<file path="src/rtl/sig_sink.sv">
// Signature sink: captures signature stores into a first-word-fall-through FIFO
// and sequences end-of-test (RUN -> DRAIN -> HALTED). Optional macro: SIG_SINK_WORD_COUNT_EN.
//
// state     | meaning
// ----------+-----------------------------------------------------------
// ST_RUN    | accepting signature stores, waiting for a halt store
// ST_DRAIN  | halt requested; new stores discarded, FIFO still draining
// ST_HALTED | FIFO empty after halt; halt output follows one edge later
module sig_sink #(
    parameter int          DEPTH     = 8,
    parameter logic [31:0] SIG_ADDR  = 32'h00000F00,
    parameter logic [31:0] HALT_ADDR = 32'hCAFEBEEF
) (
    input  logic        clk,
    input  logic        rst,
    input  logic        wr,
    input  logic [31:0] addr,
    input  logic [31:0] data_wr,
    output logic        sig_valid,
    output logic [31:0] sig_data,
    input  logic        sig_ready,
    output logic        halt,
    output logic        overflow,
    output logic [15:0] sig_words
);

    localparam int AW = $clog2(DEPTH);
    localparam int CW = AW + 1;

    typedef enum logic [1:0] {
        ST_RUN,
        ST_DRAIN,
        ST_HALTED
    } state_t;

    state_t          state_q, state_d;
    logic [AW-1:0]   wr_ptr_q, wr_ptr_d;
    logic [AW-1:0]   rd_ptr_q, rd_ptr_d;
    logic [CW-1:0]   count_q, count_d;
    logic            overflow_q, overflow_d;
    logic            halt_q, halt_d;
    logic [31:0]     mem_q [DEPTH];

    logic sig_store, halt_store;
    logic fifo_empty, fifo_full;
    logic push, pop, drop;

    assign sig_store  = !wr && (addr == SIG_ADDR);
    assign halt_store = !wr && (addr == HALT_ADDR);
    assign fifo_empty = (count_q == '0);
    assign fifo_full  = (count_q == CW'(DEPTH));

    // A full FIFO still accepts a push when the head word leaves on the same edge.
    assign pop  = !fifo_empty && sig_ready;
    assign push = sig_store && (state_q == ST_RUN) && (!fifo_full || pop);
    assign drop = sig_store && (state_q == ST_RUN) && fifo_full && !pop;

    always_comb begin
        wr_ptr_d   = wr_ptr_q;
        rd_ptr_d   = rd_ptr_q;
        count_d    = count_q;
        overflow_d = overflow_q | drop;
        halt_d     = halt_q | (state_q == ST_HALTED);
        state_d    = state_q;

        if (push) wr_ptr_d = wr_ptr_q + AW'(1);
        if (pop)  rd_ptr_d = rd_ptr_q + AW'(1);

        case ({push, pop})
            2'b10:   count_d = count_q + CW'(1);
            2'b01:   count_d = count_q - CW'(1);
            default: count_d = count_q;
        endcase

        case (state_q)
            ST_RUN:    if (halt_store) state_d = ST_DRAIN;
            // Looking at the post-edge occupancy lets the final pop and the exit coincide.
            ST_DRAIN:  if (count_d == '0) state_d = ST_HALTED;
            ST_HALTED: state_d = ST_HALTED;
            default:   state_d = ST_RUN;
        endcase
    end

    always_ff @(posedge clk or negedge rst) begin
        if (!rst) begin
            state_q    <= ST_RUN;
            wr_ptr_q   <= '0;
            rd_ptr_q   <= '0;
            count_q    <= '0;
            overflow_q <= 1'b0;
            halt_q     <= 1'b0;
        end else begin
            state_q    <= state_d;
            wr_ptr_q   <= wr_ptr_d;
            rd_ptr_q   <= rd_ptr_d;
            count_q    <= count_d;
            overflow_q <= overflow_d;
            halt_q     <= halt_d;
        end
    end

    // Storage needs no reset: contents are masked whenever the FIFO is empty.
    always_ff @(posedge clk) begin
        if (push) mem_q[wr_ptr_q] <= data_wr;
    end

    assign sig_valid = !fifo_empty;
    assign sig_data  = fifo_empty ? 32'h0 : mem_q[rd_ptr_q];
    assign halt      = halt_q;
    assign overflow  = overflow_q;

`ifdef SIG_SINK_WORD_COUNT_EN
    logic [15:0] words_q, words_d;

    always_comb begin
        words_d = words_q;
        if (push && (words_q != 16'hFFFF)) words_d = words_q + 16'd1;
    end

    always_ff @(posedge clk or negedge rst) begin
        if (!rst) words_q <= 16'h0;
        else      words_q <= words_d;
    end

    assign sig_words = words_q;
`else
    assign sig_words = 16'h0;
`endif

endmodule

</file>
<file path="config.mk">
export PLATFORM = sky130hd
export DESIGN_NAME = sig_sink
export DESIGN_NICKNAME = d
export VERILOG_FILES = /design/src/rtl/sig_sink.sv
export SDC_FILE = /design/constraint.sdc
export NUM_CORES = 1
export LEC_CHECK = 0
export CAP_MARGIN = 20
export CORE_UTILIZATION = 40
export CTS_CLUSTER_SIZE = 40
export DETAILED_ROUTE_END_ITERATION = 8
export SLEW_MARGIN = 0
export SYNTH_ARGS = -nofsm -noshare
export SYNTH_HDL_FRONTEND = slang
export SYNTH_SLANG_ARGS = --single-unit
</file>
<file path="constraint.sdc">
create_clock -name clk -period 5.9 [get_ports clk]
set_input_delay 0.59 -clock clk [delete_from_list [all_inputs] [get_ports clk]]
set_output_delay 0.59 -clock clk [all_outputs]
set_load 0.1 [all_outputs]
</file>
; ---- Yosys cells after proc, flatten, opt, wreduce, memory -nomap -nowiden
; Memory sizes are Yosys's and may differ from the RTL's.
; Cells that the tools add are included.
; Widths: inputs -> output; s select.
[op_classes]
n_shift = 0
magnitude_cmp = 0
muxes = 7
div = 0
reduce_logical = 16
n_addsub = 4
eq_ne = 9
n_bitwise = 2
multipliers = 0
[ops]
columns = operator, n
row1 = $eq 32x12->1 const B, 1
row2 = $eq 32x32->1 const B, 1
row3 = $mux 32, 1
row4 = $logic_not 4->1, 2
row5 = $pmux 4 s2, 1
row6 = $logic_and 1x1->1, 7
row7 = $add 3x1->3 const B, 2
row8 = $pmux 2 s3, 1
row9 = $add 4x1->4 const B, 1
row10 = $eq 2x1->1 const B, 2
row11 = $eq 2x2->1 const B, 2
row12 = $eq 4x4->1 const B, 1
row13 = $logic_not 1->1, 4
row14 = $mux 2, 2
row15 = $ne 2x2->1 const B, 2
row16 = $sub 4x1->4 const B, 1
row17 = $logic_not 2->1, 1
row18 = $mux 1, 2
row19 = $or 1x1->1, 2
row20 = $reduce_and 2->1, 1
row21 = $logic_or 1x1->1, 1
[totals]
rom_bits = 0
word_cells = 45
inputBits = 68
mem_bits_rw = 256
latchBits = 0
n_memories = 1
output_inout_bits = 51
reg_bits = 14
[mem_list]
columns = name, words, word_bits, read_ports, rd_clocked_by_memory_dff, wr, line_no
row1 = mem_q, 8, 32, 1, 0, 1, 42  ; logic [31:0] mem_q [DEPTH];

; ---- Logic depth before layout (Yosys ltp)
; Gate-level depths: netlist (run 1).
[logic_depth]
word_depth = 10
depth_mapped = 16

; ---- Worst setup path after synthesis (run 1)
; Ideal clock, no wire load.
[synth_timing]
path_type = input-to-reg
from = in addr[5]
to = mem mem_q[0][0], enable pin
t_arrival_ns = 3.872
setup_slack_ns = 1.567
n_path_buf = 0
required_ns = 5.439
stages = 5
setup_time_ns = 0.461
path_cell_list = nor4b_1 > and2_4 > nand3_1 > or3_1 > nor3_1
[synth_via]
elab_chain_cells = 6
[synth_lines]
columns = item, line_no
row1 = from (decl), 17  ; input logic [31:0] addr,
row2 = $eq 32x12->1, 48  ; assign sig_store = !wr && (addr == SIG_ADDR);
row3 = $logic_and 1x1->1, 48
row4 = $logic_and 1x1->1 (2 in series), 55  ; assign push = sig_store && (state_q == ST_RUN) && (!fifo_full || pop);
row5 = $mux 1, 104  ; if (push) mem_q[wr_ptr_q] <= data_wr;
row6 = $mux 1 (implied by the code), 104
row7 = to (decl), 42
; No other way between the ends.

; ---- Worst setup path in the final report (run 1)
[layout_timing]
from = reg rd_ptr_q[0]
to = out sig_data[6]
[layout_via]
elab_chain_cells = 2
[layout_lines]
columns = item, line_no
row1 = from (decl), 38  ; logic [AW-1:0] rd_ptr_q, rd_ptr_d;
row2 = from (signal assigned), 95  ; rd_ptr_q <= rd_ptr_d;
row3 = $mem_v2 8x32, -
row4 = $mux 32, 108  ; assign sig_data = fifo_empty ? 32'h0 : mem_q[rd_ptr_q];
row5 = to (decl), 20  ; output logic [31:0] sig_data,
; No other way between the ends.

==> results.py, run 1 <==
metrics = {
    "worst_setup_path": {
        "crit_type": "flop to primary output",
        "r2r_cells": 14,
        "rr_startpoint": "count_q[0]$_DFF_PN0_",
        "crit_buf_inv": 2,
        "crit_chain": "buf_4 -> mux4_2 -> mux2i_1 -> nor2_1 -> clkdlybuf4s50_1",
        "cp_data_required_time_ns": 5.31,
        "r2r_end": "state_q[0]$_DFFE_PN0P_",
        "critPathArrivalTime_ns": 3.91,
        "endpoint_kind": "primary output",
        "max_stage_delay_ns": 1.02,
        "critPathMaxFanout": 44,
        "cp_slowest_cell": "dfrtp_4",
        "critical-path-top-delay-family": "buffers and inverters",
        "r2r_setup_slack_ns": 1.99,
        "startpoint_type": "flop",
    },
    "final_layout": {
        "finish.utilization_pct": 49.4,
        "drive_gt1_share_pct": 20.0,
        "syn2layout_area_growth_pct": 21.1,
        "finalNetCount": 749,
        "nFillCells": 2202,
    },
    "pwr": {
        "p_int_uw": 4060,
        "comb_power_share_pct": 43.0,
        "p_sw_uw": 2980,
        "power_density_nw_per_um2": 529,
        "finalPower_uw": 7040,
        "clkPwrFrac_pct": 23.7,
        "vdd_ir_drop_max_v": 0.000376,
        "p_seq_share_pct": 33.3,
        "leakagePower_uw": 0.00441,
        "p_sw_share_pct": 42.3,
    },
    "hold_path": {
        "hold_end": "halt$_DFF_PN0_",
        "holdPathStages": 1,
        "min_from": "halt$_DFF_PN0_",
        "hold_path_class": "flop to flop",
    },
    "sta": {
        "setup_viol": 0,
        "worstMarginPinSlew_ns": 1.01,
        "drv_slew": 0,
        "final.setup.tns_ns": 0,
        "finalCritPeriodShare_pct": 76.4,
        "fmaxAchievable_ghz": 0.222,
        "hold_slack_ns": 0.464,
        "final_hold_viol_count": 0,
        "finClkSkew_ns": 0.00973,
        "rsz0062_at_grt": "no",
        "finalCriticalPeriod_ns": 4.50,
        "slew_headroom_pct": 32.6,
    },
    "route": {
        "firstDrtPassIters": 4,
        "drt_wl_total_microns": 22200,
        "vias": 5487,
        "drcViolationCount": 0,
        "wire_per_inst_microns": 21.4,
        "antenna_left": 0,
        "drtIter0Drc": 352,
        "post_drt_via_cell_ratio": 5.30,
    },
    "place": {
        "port-buffer-count": 102,
        "hpwl_microns": 12800,
        "gp_congestion": 0.778,
    },
    "clocking": {
        "cts_resized": 0,
        "cts_max_level": 1,
        "worstSkewPairLatency_ns": 0.53,
        "cts_num_sinks": 270,
        "cts-root-buf": "clkbuf_16",
        "cts.path.max_buffers": 3,
        "ctsHoldBuffers": 0,
        "cts_tree": "built",
        "cts_made_buffers": 29,
        "cts_setup_buffers": 0,
        "clk_pin_slew_worst_paths_ns": 0.06,
    },
    "job": {
        "drv_cap": 0,
    },
    "synth": {
        "synth_xor_xnor_area_share_pct": 0.558,
        "synth_common_cells": "256 x edfxtp_1, 64 x mux4_2, 44 x nor2_1",
        "ys_async_sr_fraction_pct": 5.19,
        "synth_top_area_cell": "edfxtp_1",
        "synthMuxAreaShare_pct": 16.5,
        "synth_compound_area_share_pct": 1.31,
        "synth_top_family_by_area": "multiplexers",
        "synth_edf_count": 256,
        "yosysMostFrequentCell": "edfxtp_1",
        "synthFlopType": "edfxtp_1",
        "synth_top_area_share_pct": 69.9,
        "ys_warn_count": 0,
        "seq_area_frac_synth_pct": 73.1,
        "yosys.area_share.simple_pct": 5.04,
        "synth-adder-area-share_pct": 1.09,
        "yosys.cell_types.count": 58,
        "synth_seq_cells": 270,
        "syn-instance-count": 552,
        "synthTopCellsByArea": "edfxtp_1 70%, mux4_2 13%, dfrtp_1 3.2%",
        "syn_area_sq_um": 11000,
        "avgSynthCellArea_sq_um": 19.9,
    },
    "grt": {
        "antenna_found_initial": 1,
        "grt_usage_pct": 16.3,
        "grt_max_degree": 45,
        "overflow": 0,
        "grt_pass1_wl_microns": 34600,
        "grt_pass1_vias": 5877,
    },
    "outcome": {
        "run_status": "finished clean",
    },
    "die": {
        "die_w_microns": 168,
        "die_area_sq_um": 28200,
        "num_io_pins": 119,
        "die_y_microns": 168,
        "start_util_pct": 40.8,
        "fp-row-count": 60,
        "core_area_sq_um": 27000,
    },
}
## sequential cells by signal, indices dropped and copies added, names as in the netlist
| register | count |
|---|---|
| rd_ptr_q | 3 |
| overflow | 1 |
| state_q | 2 |
| wr_ptr_q | 3 |
| count_q | 4 |
| mem_q | 256 |
| halt | 1 |
## cell type report
class / instances / area [sq um] / share of cell area [%]
Clock buffer: 37 / 756 / 5.68
Clock inverter: 16 / 125 / 0.940
Tap cell: 341 / 427 / 3.20
Inverter: 6 / 22.5 / 0.169
Multi-Input combinational cell: 249 / 2810 / 21.1
Timing Repair Buffer: 116 / 1130 / 8.46
Antenna cell: 1 / 2.50 / 0.0188
Sequential cell: 270 / 8040 / 60.4
## layout by cell type, fill, tap and decap left out, drive strengths merged, types with 3 or more instances in the layout
cell type,instances
clkbuf,37
nor2,45
mux2,4
inv,7
clkdlybuf4s50,102
ha,8
mux4,64
o21ai,6
dfrtp,14
edfxtp,256
or3,3
xnor2,5
conb,16
nor3,6
buf,14
mux2i,33
nand4,8
nand2,6
a21oi,4
nor4,5
clkinv,12
nand3,5
and2,3
## cell families after synthesis
logic type / Yosys count
flops: 270
mux: 101
simple gates: 96
buf+inv: 48
compound gates: 20
fa+ha+maj: 9
xor+xnor: 7
other cells: 1
## per-stage QoR
step                instances  cell area [sq um]  setup slack [ns]
global placement          982              12400              1.91
finish                   1036              13300              1.40
detailed placement        982              12400              1.84
global route             1035              13300              1.18
CTS                      1035              13300              1.31
floorplan                 567              11100              1.57
## power groups by stage
stage	clock (uW)	combinational, uW	sequential, uW
after CTS	1710	3060	2360
after global routing	1780	3160	2370
final	1670	3020	2350
after global placement	0	3030	2400
after detailed placement	0	3050	2400
after floorplan	0	2560	2180
## routing by layer
metal,vias up,global-route usage (%),part of all wire (%)
li1,2464,-,-
met1,2848,21.7,44
met2,146,28.1,50
met3,27,2.91,4.5
met4,2,3.15,1.3
met5,-,0,0.095
## worst max path at each step
stage	startpoint	to	slack [ns]	depth (start not counted)
floorplan	addr[5]	mem_q[0][0]$_DFFE_PP_	1.57	5
global placement	rd_ptr_q[0]$_DFFE_PN0N_	sig_data[6]	1.91	5
detailed placement	addr[18]	state_q[0]$_DFFE_PN0P_	1.84	13
CTS	rd_ptr_q[0]$_DFFE_PN0N_	sig_data[6]	1.31	5
global route	rd_ptr_q[0]$_DFFE_PN0N_	sig_data[6]	1.18	5
finish	rd_ptr_q[0]$_DFFE_PN0N_	sig_data[6]	1.40	5
Note: power is estimated with default switching activity, not from simulation.
==> inputs of run 2 (changes only) <==
==> constraint.sdc (replaced) <==
create_clock -name clk -period 3.8 [get_ports clk]
set_input_delay 0.38 -clock clk [delete_from_list [all_inputs] [get_ports clk]]
set_output_delay 0.38 -clock clk [all_outputs]
set_load 0.1 [all_outputs]
==> run 2 against run 1 <==
  * Critical path depth is 9 higher
  * Core utilization increased by 0.065 points
  * Global-route usage grew 0.43 points
  * Final area is 0.13% higher
  * Sequential share of layout area shrank 0.060 points
  * Non-clock buffer count up 2
  * Worst setup slack worse by 0.94 ns
  * Power rose by 53%
  * Combinational power is 54% higher
  * Flip-flop and latch count is the same
  * Critical path type is now flop to flop
  * Critical endpoint is now state_q[1]$_DFFE_PN0P_
  * Largest cell class unchanged
==> results.py, run 2 (synthesized netlist as in run 1, its figures left out) <==
metrics = {
    "pwr": {
        "clkPwrFrac_pct": 23.3,
        "p_sw_share_pct": 43.4,
        "power_density_nw_per_um2": 806,
        "comb_power_share_pct": 43.3,
        "p_sw_uw": 4670,
        "p_seq_share_pct": 33.4,
        "p_int_uw": 6070,
        "leakagePower_uw": 0.00446,
        "vdd_ir_drop_max_v": 0.000531,
        "finalPower_uw": 10700,
    },
    "hold_path": {
        "hold_path_class": "input port to asynchronous set/reset pin",
    },
    "worst_setup_path": {
        "startpoint_type": "flop",
        "rr_startpoint": "state_q[0]$_DFFE_PN0P_",
        "r2r_end": "state_q[1]$_DFFE_PN0P_",
        "r2r_cells": 14,
        "cp_data_required_time_ns": 4.22,
        "worstSetupStartpoint": "state_q[0]$_DFFE_PN0P_",
        "max_stage_delay_ns": 0.40,
        "crit_chain": "inv_1 -> ha_1 -> nor4b_4 -> and4_4 -> and3_1 -> nor2_1 -> ha_1 -> a21oi_1 -> and2_0 -> o41ai_1 -> a31o_1 -> o211a_1 -> o21ai_2 -> mux2_1",
        "r2r_setup_slack_ns": 0.45,
        "path_depth": 14,
        "critical-path-top-delay-family": "simple AND/OR/NAND/NOR gates",
        "critPathMaxFanout": 7,
        "crit_buf_inv": 1,
        "endpoint_kind": "flop",
        "cp_slowest_cell": "dfrtp_1",
        "crit_type": "flop to flop",
        "cp_common_cell": "ha_1",
        "endpoint": "state_q[1]$_DFFE_PN0P_",
        "critPathArrivalTime_ns": 3.77,
    },
    "grt": {
        "grt_pass1_vias": 5995,
        "grt_pass1_wl_microns": 35500,
        "grt_max_degree": 58,
        "overflow": 0,
        "antenna_found_initial": 1,
        "grt_usage_pct": 16.7,
    },
    "route": {
        "drtIter0Drc": 312,
        "drt_wl_total_microns": 22700,
        "wire_per_inst_microns": 22.0,
        "drcViolationCount": 0,
        "vias": 5501,
        "firstDrtPassIters": 4,
        "post_drt_via_cell_ratio": 5.31,
        "antenna_left": 0,
    },
    "clocking": {
        "clk_pin_slew_worst_paths_ns": 0.07,
        "worstSkewPairLatency_ns": 0.53,
        "cts.path.max_buffers": 3,
        "cts_setup_buffers": 0,
        "cts_max_level": 1,
        "cts_made_buffers": 28,
        "cts_tree": "built",
        "cts-root-buf": "clkbuf_16",
        "cts_resized": 0,
        "ctsHoldBuffers": 0,
        "cts_num_sinks": 270,
    },
    "sta": {
        "finalCriticalPeriod_ns": 3.35,
        "rsz0062_at_grt": "no",
        "slew_headroom_pct": 34.9,
        "drv_slew": 0,
        "final_hold_viol_count": 0,
        "final.setup.tns_ns": 0,
        "finClkSkew_ns": 0.0151,
        "setup_viol": 0,
        "worstMarginPinSlew_ns": 0.973,
        "fmaxAchievable_ghz": 0.299,
        "finalCritPeriodShare_pct": 88.1,
    },
    "place": {
        "gp_congestion": 0.787,
        "hpwl_microns": 12900,
        "placed_cells": 984,
        "port-buffer-count": 102,
    },
    "final_layout": {
        "mostFrequentLayoutCells": "256 x edfxtp_1, 69 x clkdlybuf4s50_1, 64 x mux4_2",
        "reg_top3": "mem_q x256, count_q x4",
        "diodes": 0,
        "syn2layout_area_growth_pct": 21.2,
        "final_common_cell": "edfxtp_1",
        "drive_gt1_share_pct": 25.9,
        "nFillCells": 2185,
        "regMostFlops": "mem_q",
        "finish.utilization_pct": 49.5,
        "final_cell_count_no_fill": 1035,
        "finalNetCount": 750,
        "regArea_sq_um": 8050,
        "multi_input_area_sq_um": 2820,
        "largest_reg_flops": 256,
    },
    "die": {
        "num_io_pins": 119,
        "die_y_microns": 168,
        "die_w_microns": 168,
        "fp-row-count": 60,
        "core_area_sq_um": 27000,
        "die_area_sq_um": 28200,
        "start_util_pct": 40.8,
    },
    "outcome": {
        "run_status": "finished clean",
    },
    "job": {
        "drv_cap": 0,
    },
}
run 2: layer usage:
metal,vias to the layer above,track usage [%],wire [microns]
met5,-,0,0
met4,0,3.51,326
met3,30,3.20,1270
met2,163,29.6,11500
met1,2842,21.3,9610
li1,2466,-,-
run 2: worst reg2reg max path, cell delays in order, from the launching register on:
cell and delay (ns):
dfrtp_1 0.40, inv_1 0.11, ha_1 0.20, nor4b_4 0.23, and4_4 0.29, and3_1 0.19
nor2_1 0.09, ha_1 0.33, a21oi_1 0.17, and2_0 0.31, o41ai_1 0.12, a31o_1 0.19
o211a_1 0.11, o21ai_2 0.16, mux2_1 0.34
run 2: power groups by stage:
stage | Clock [uW] | Sequential, uW | Combinational (uW)
6_report | 2500 | 3590 | 4650
5_1_grt | 2670 | 3620 | 4890
4_1_cts | 2550 | 3600 | 4720
3_5_place_dp | 0 | 3670 | 4710
3_3_place_gp | 0 | 3660 | 4680
2_1_floorplan | 0 | 3380 | 3970
run 2: layout make-up:
class                      count  share of cell area (%)
tap                          341                    3.20
clock inverter                19                   0.779
inverter                       6                   0.169
timing repair buffer         118                    8.78
sequential                   270                    60.4
multi-input combinational    249                    21.2
clock buffer                  32                    5.53
run 2: worst min path at each step:
stage	startpoint	to	slack, ns	cells after the start
finish	rst	rd_ptr_q[1]$_DFFE_PN0N_	0.25	1
global route	rst	rd_ptr_q[2]$_DFFE_PN0N_	0.29	1
CTS	rst	rd_ptr_q[1]$_DFFE_PN0N_	0.26	1
detailed placement	overflow$_DFF_PN0_	overflow$_DFF_PN0_	0.45	1
global placement	overflow$_DFF_PN0_	overflow$_DFF_PN0_	0.45	1
floorplan	rst	count_q[0]$_DFF_PN0_	0.08	0
run 2: metrics by stage:
stage               area [sq um]  hold slack, ns  worst slack (ns)
floorplan                  11100          0.0844             0.386
global placement           12500           0.452             0.283
detailed placement         12500           0.449             0.200
CTS                        13300           0.256             0.434
global route               13300           0.286             0.176
finish                     13300           0.245             0.451
==> inputs of run 3 (changes only) <==
--- a/config.mk
+++ b/config.mk
@@ -7,6 +7,7 @@
 export LEC_CHECK = 0
 export CAP_MARGIN = 20
 export CORE_UTILIZATION = 40
+export CTS_CLUSTER_DIAMETER = 50
 export CTS_CLUSTER_SIZE = 40
 export DETAILED_ROUTE_END_ITERATION = 8
 export SLEW_MARGIN = 0
==> run 3 against run 2 <==
  * Worst hold slack improved by 0.013 ns
  * Highest routed layer unchanged
  * Critical path depth fell by 1
  * Combinational power about the same
  * Register-to-register slack hardly changed
  * Final area up 1.0%
  * Core utilization up 0.50 points
  * Clock skew is 0.0015 ns higher
  * Cell count fell by 0.19%
==> results.py, run 3 (synthesized netlist as in run 1, its figures left out) <==
metrics = {
    "place": {
        "gp_congestion": 0.787,
        "hpwl_microns": 12900,
        "dp_slack_ns": 0.200,
        "port-buffer-count": 102,
    },
    "grt": {
        "overflow": 0,
        "grt_usage_pct": 16.5,
        "grt_pass1_vias": 5991,
        "grt_pass1_wl_microns": 35100,
        "antenna_found_initial": 1,
        "grt_max_degree": 58,
    },
    "die": {
        "num_io_pins": 119,
        "start_util_pct": 40.8,
        "die_area_sq_um": 28200,
        "die_y_microns": 168,
        "die_w_microns": 168,
        "fp-row-count": 60,
        "core_area_sq_um": 27000,
    },
    "pwr": {
        "comb_power_share_pct": 42.0,
        "power_density_nw_per_um2": 822,
        "p_sw_uw": 4760,
        "p_int_uw": 6310,
        "p_sw_share_pct": 43.0,
        "clkPwrFrac_pct": 25.6,
        "vdd_ir_drop_max_v": 0.000518,
        "p_seq_share_pct": 32.4,
        "leakagePower_uw": 0.00451,
        "finalPower_uw": 11100,
    },
    "worst_setup_path": {
        "critPathArrivalTime_ns": 3.75,
        "max_stage_delay_ns": 0.50,
        "startpoint_type": "flop",
        "endpoint_kind": "flop",
        "crit_type": "flop to flop",
        "crit_chain": "or3_1 -> nor2_4 -> inv_2 -> nand2_1 -> nor2_1 -> ha_1 -> a21oi_1 -> and2_0 -> o41ai_1 -> a31o_1 -> o211a_1 -> o21ai_2 -> mux2_1",
        "cp_slowest_cell": "or3_1",
        "critPathMaxFanout": 7,
        "cp_data_required_time_ns": 4.21,
        "worstSetupStartpoint": "count_q[0]$_DFF_PN0_",
        "rr_startpoint": "count_q[0]$_DFF_PN0_",
    },
    "route": {
        "wire_per_inst_microns": 21.8,
        "drt_wl_total_microns": 22500,
        "antenna_left": 0,
        "drcViolationCount": 0,
        "firstDrtPassIters": 4,
        "post_drt_via_cell_ratio": 5.28,
        "drtIter0Drc": 314,
        "vias": 5459,
    },
    "final_layout": {
        "drive_gt1_share_pct": 26.6,
        "multi_input_area_sq_um": 2820,
        "regArea_sq_um": 8050,
        "nFillCells": 2168,
        "finish.utilization_pct": 50.0,
        "syn2layout_area_growth_pct": 22.4,
        "largest_reg_flops": 256,
        "final_common_cell": "edfxtp_1",
        "reg_top3": "mem_q x256, count_q x4",
        "mostFrequentLayoutCells": "256 x edfxtp_1, 69 x clkdlybuf4s50_1, 64 x mux4_2",
        "finalNetCount": 749,
        "diodes": 0,
        "regMostFlops": "mem_q",
    },
    "clocking": {
        "cts_max_level": 1,
        "clk_pin_slew_worst_paths_ns": 0.06,
        "cts_resized": 0,
        "cts_setup_buffers": 0,
        "ctsHoldBuffers": 0,
        "cts_made_buffers": 27,
        "cts.path.max_buffers": 3,
        "cts-root-buf": "clkbuf_16",
        "cts_tree": "built",
        "worstSkewPairLatency_ns": 0.54,
        "cts_num_sinks": 270,
    },
    "outcome": {
        "run_status": "finished clean",
    },
    "sta": {
        "drv_slew": 0,
        "finalCritPeriodShare_pct": 88.1,
        "final_hold_viol_count": 0,
        "setup_ws_ns": 0.454,
        "finClkSkew_ns": 0.0166,
        "setup_viol": 0,
        "finalCriticalPeriod_ns": 3.35,
        "fmaxAchievable_ghz": 0.299,
        "hold_slack_ns": 0.259,
        "rsz0062_at_grt": "no",
        "final.setup.tns_ns": 0,
        "slew_headroom_pct": 34.9,
        "worstMarginPinSlew_ns": 0.973,
    },
    "hold_path": {
        "hold_path_class": "input port to asynchronous set/reset pin",
    },
    "job": {
        "drv_cap": 0,
    },
}
-- run 3: cell count changes in the layout (fill, tap and decap cells not counted) --
| cell | previous run | this run |
|---|---|---|
| bufinv_16 | 0 | 4 |
| inv_12 | 0 | 1 |
| clkbuf_16 | 29 | 27 |
| clkbuf_1 | 3 | 0 |
| inv_6 | 0 | 3 |
| clkinv_8 | 0 | 3 |
| clkinv_2 | 9 | 1 |
| inv_16 | 0 | 1 |
| clkinvlp_4 | 1 | 3 |
| clkinv_1 | 6 | 3 |
-- run 3: worst paths after layout --
kind / end / slack (ns) / cells after the start
setup / recovery: state_q[0]$_DFFE_PN0P_ / 0.45 / 13
hold / removal: rd_ptr_q[2]$_DFFE_PN0N_ / 0.26 / 1
setup reg to reg: state_q[0]$_DFFE_PN0P_ / 0.45 / 13
hold reg to reg: overflow$_DFF_PN0_ / 0.46 / 1
max in group asynchronous: rd_ptr_q[0]$_DFFE_PN0N_ / 3.05 / 1
min in group clk: overflow$_DFF_PN0_ / 0.46 / 1
-- run 3: area by class of cell --
class / instances / area share, %
inverter: 6 / 0.167
tap: 341 / 3.17
clock inverter: 22 / 2.22
clock buffer: 27 / 5.02
sequential: 270 / 59.8
multi-input combinational: 249 / 21.0
timing repair buffer: 118 / 8.70
-- run 3: critical path: cells and delay by family (launching register included) --
kind / cells / cell delay (ns)
flip-flops: 1 / 0.45
multiplexers: 1 / 0.34
adder cells (fa/ha/maj): 1 / 0.33
AND/OR/NAND/NOR: 5 / 1.28
buffers and inverters: 1 / 0.07
AO/OA/AOI/OAI: 5 / 0.75
-- run 3: through the flow --
stage / std cells / cell area (sq um)
floorplan: 567 / 11100
CTS: 1033 / 13500
detailed placement: 984 / 12500
global placement: 984 / 12500
global route: 1033 / 13500
finish: 1033 / 13500
-- run 3: power by group through the flow --
| stage | clock network (uW) | registers (uW) | logic (uW) |
|---|---|---|---|
| 2_1_floorplan | 0 | 3380 | 3970 |
| 5_1_grt | 3000 | 3610 | 4890 |
| 6_report | 2830 | 3590 | 4650 |
| 4_1_cts | 2890 | 3600 | 4720 |
| 3_5_place_dp | 0 | 3670 | 4710 |
| 3_3_place_gp | 0 | 3660 | 4680 |
-- run 3: routing by layer --
layer / wire (microns) / GRT usage [%]
met1: 9470 / 21.4
met2: 11300 / 29.3
met3: 1500 / 2.96
met4: 238 / 2.91
met5: 0 / 0
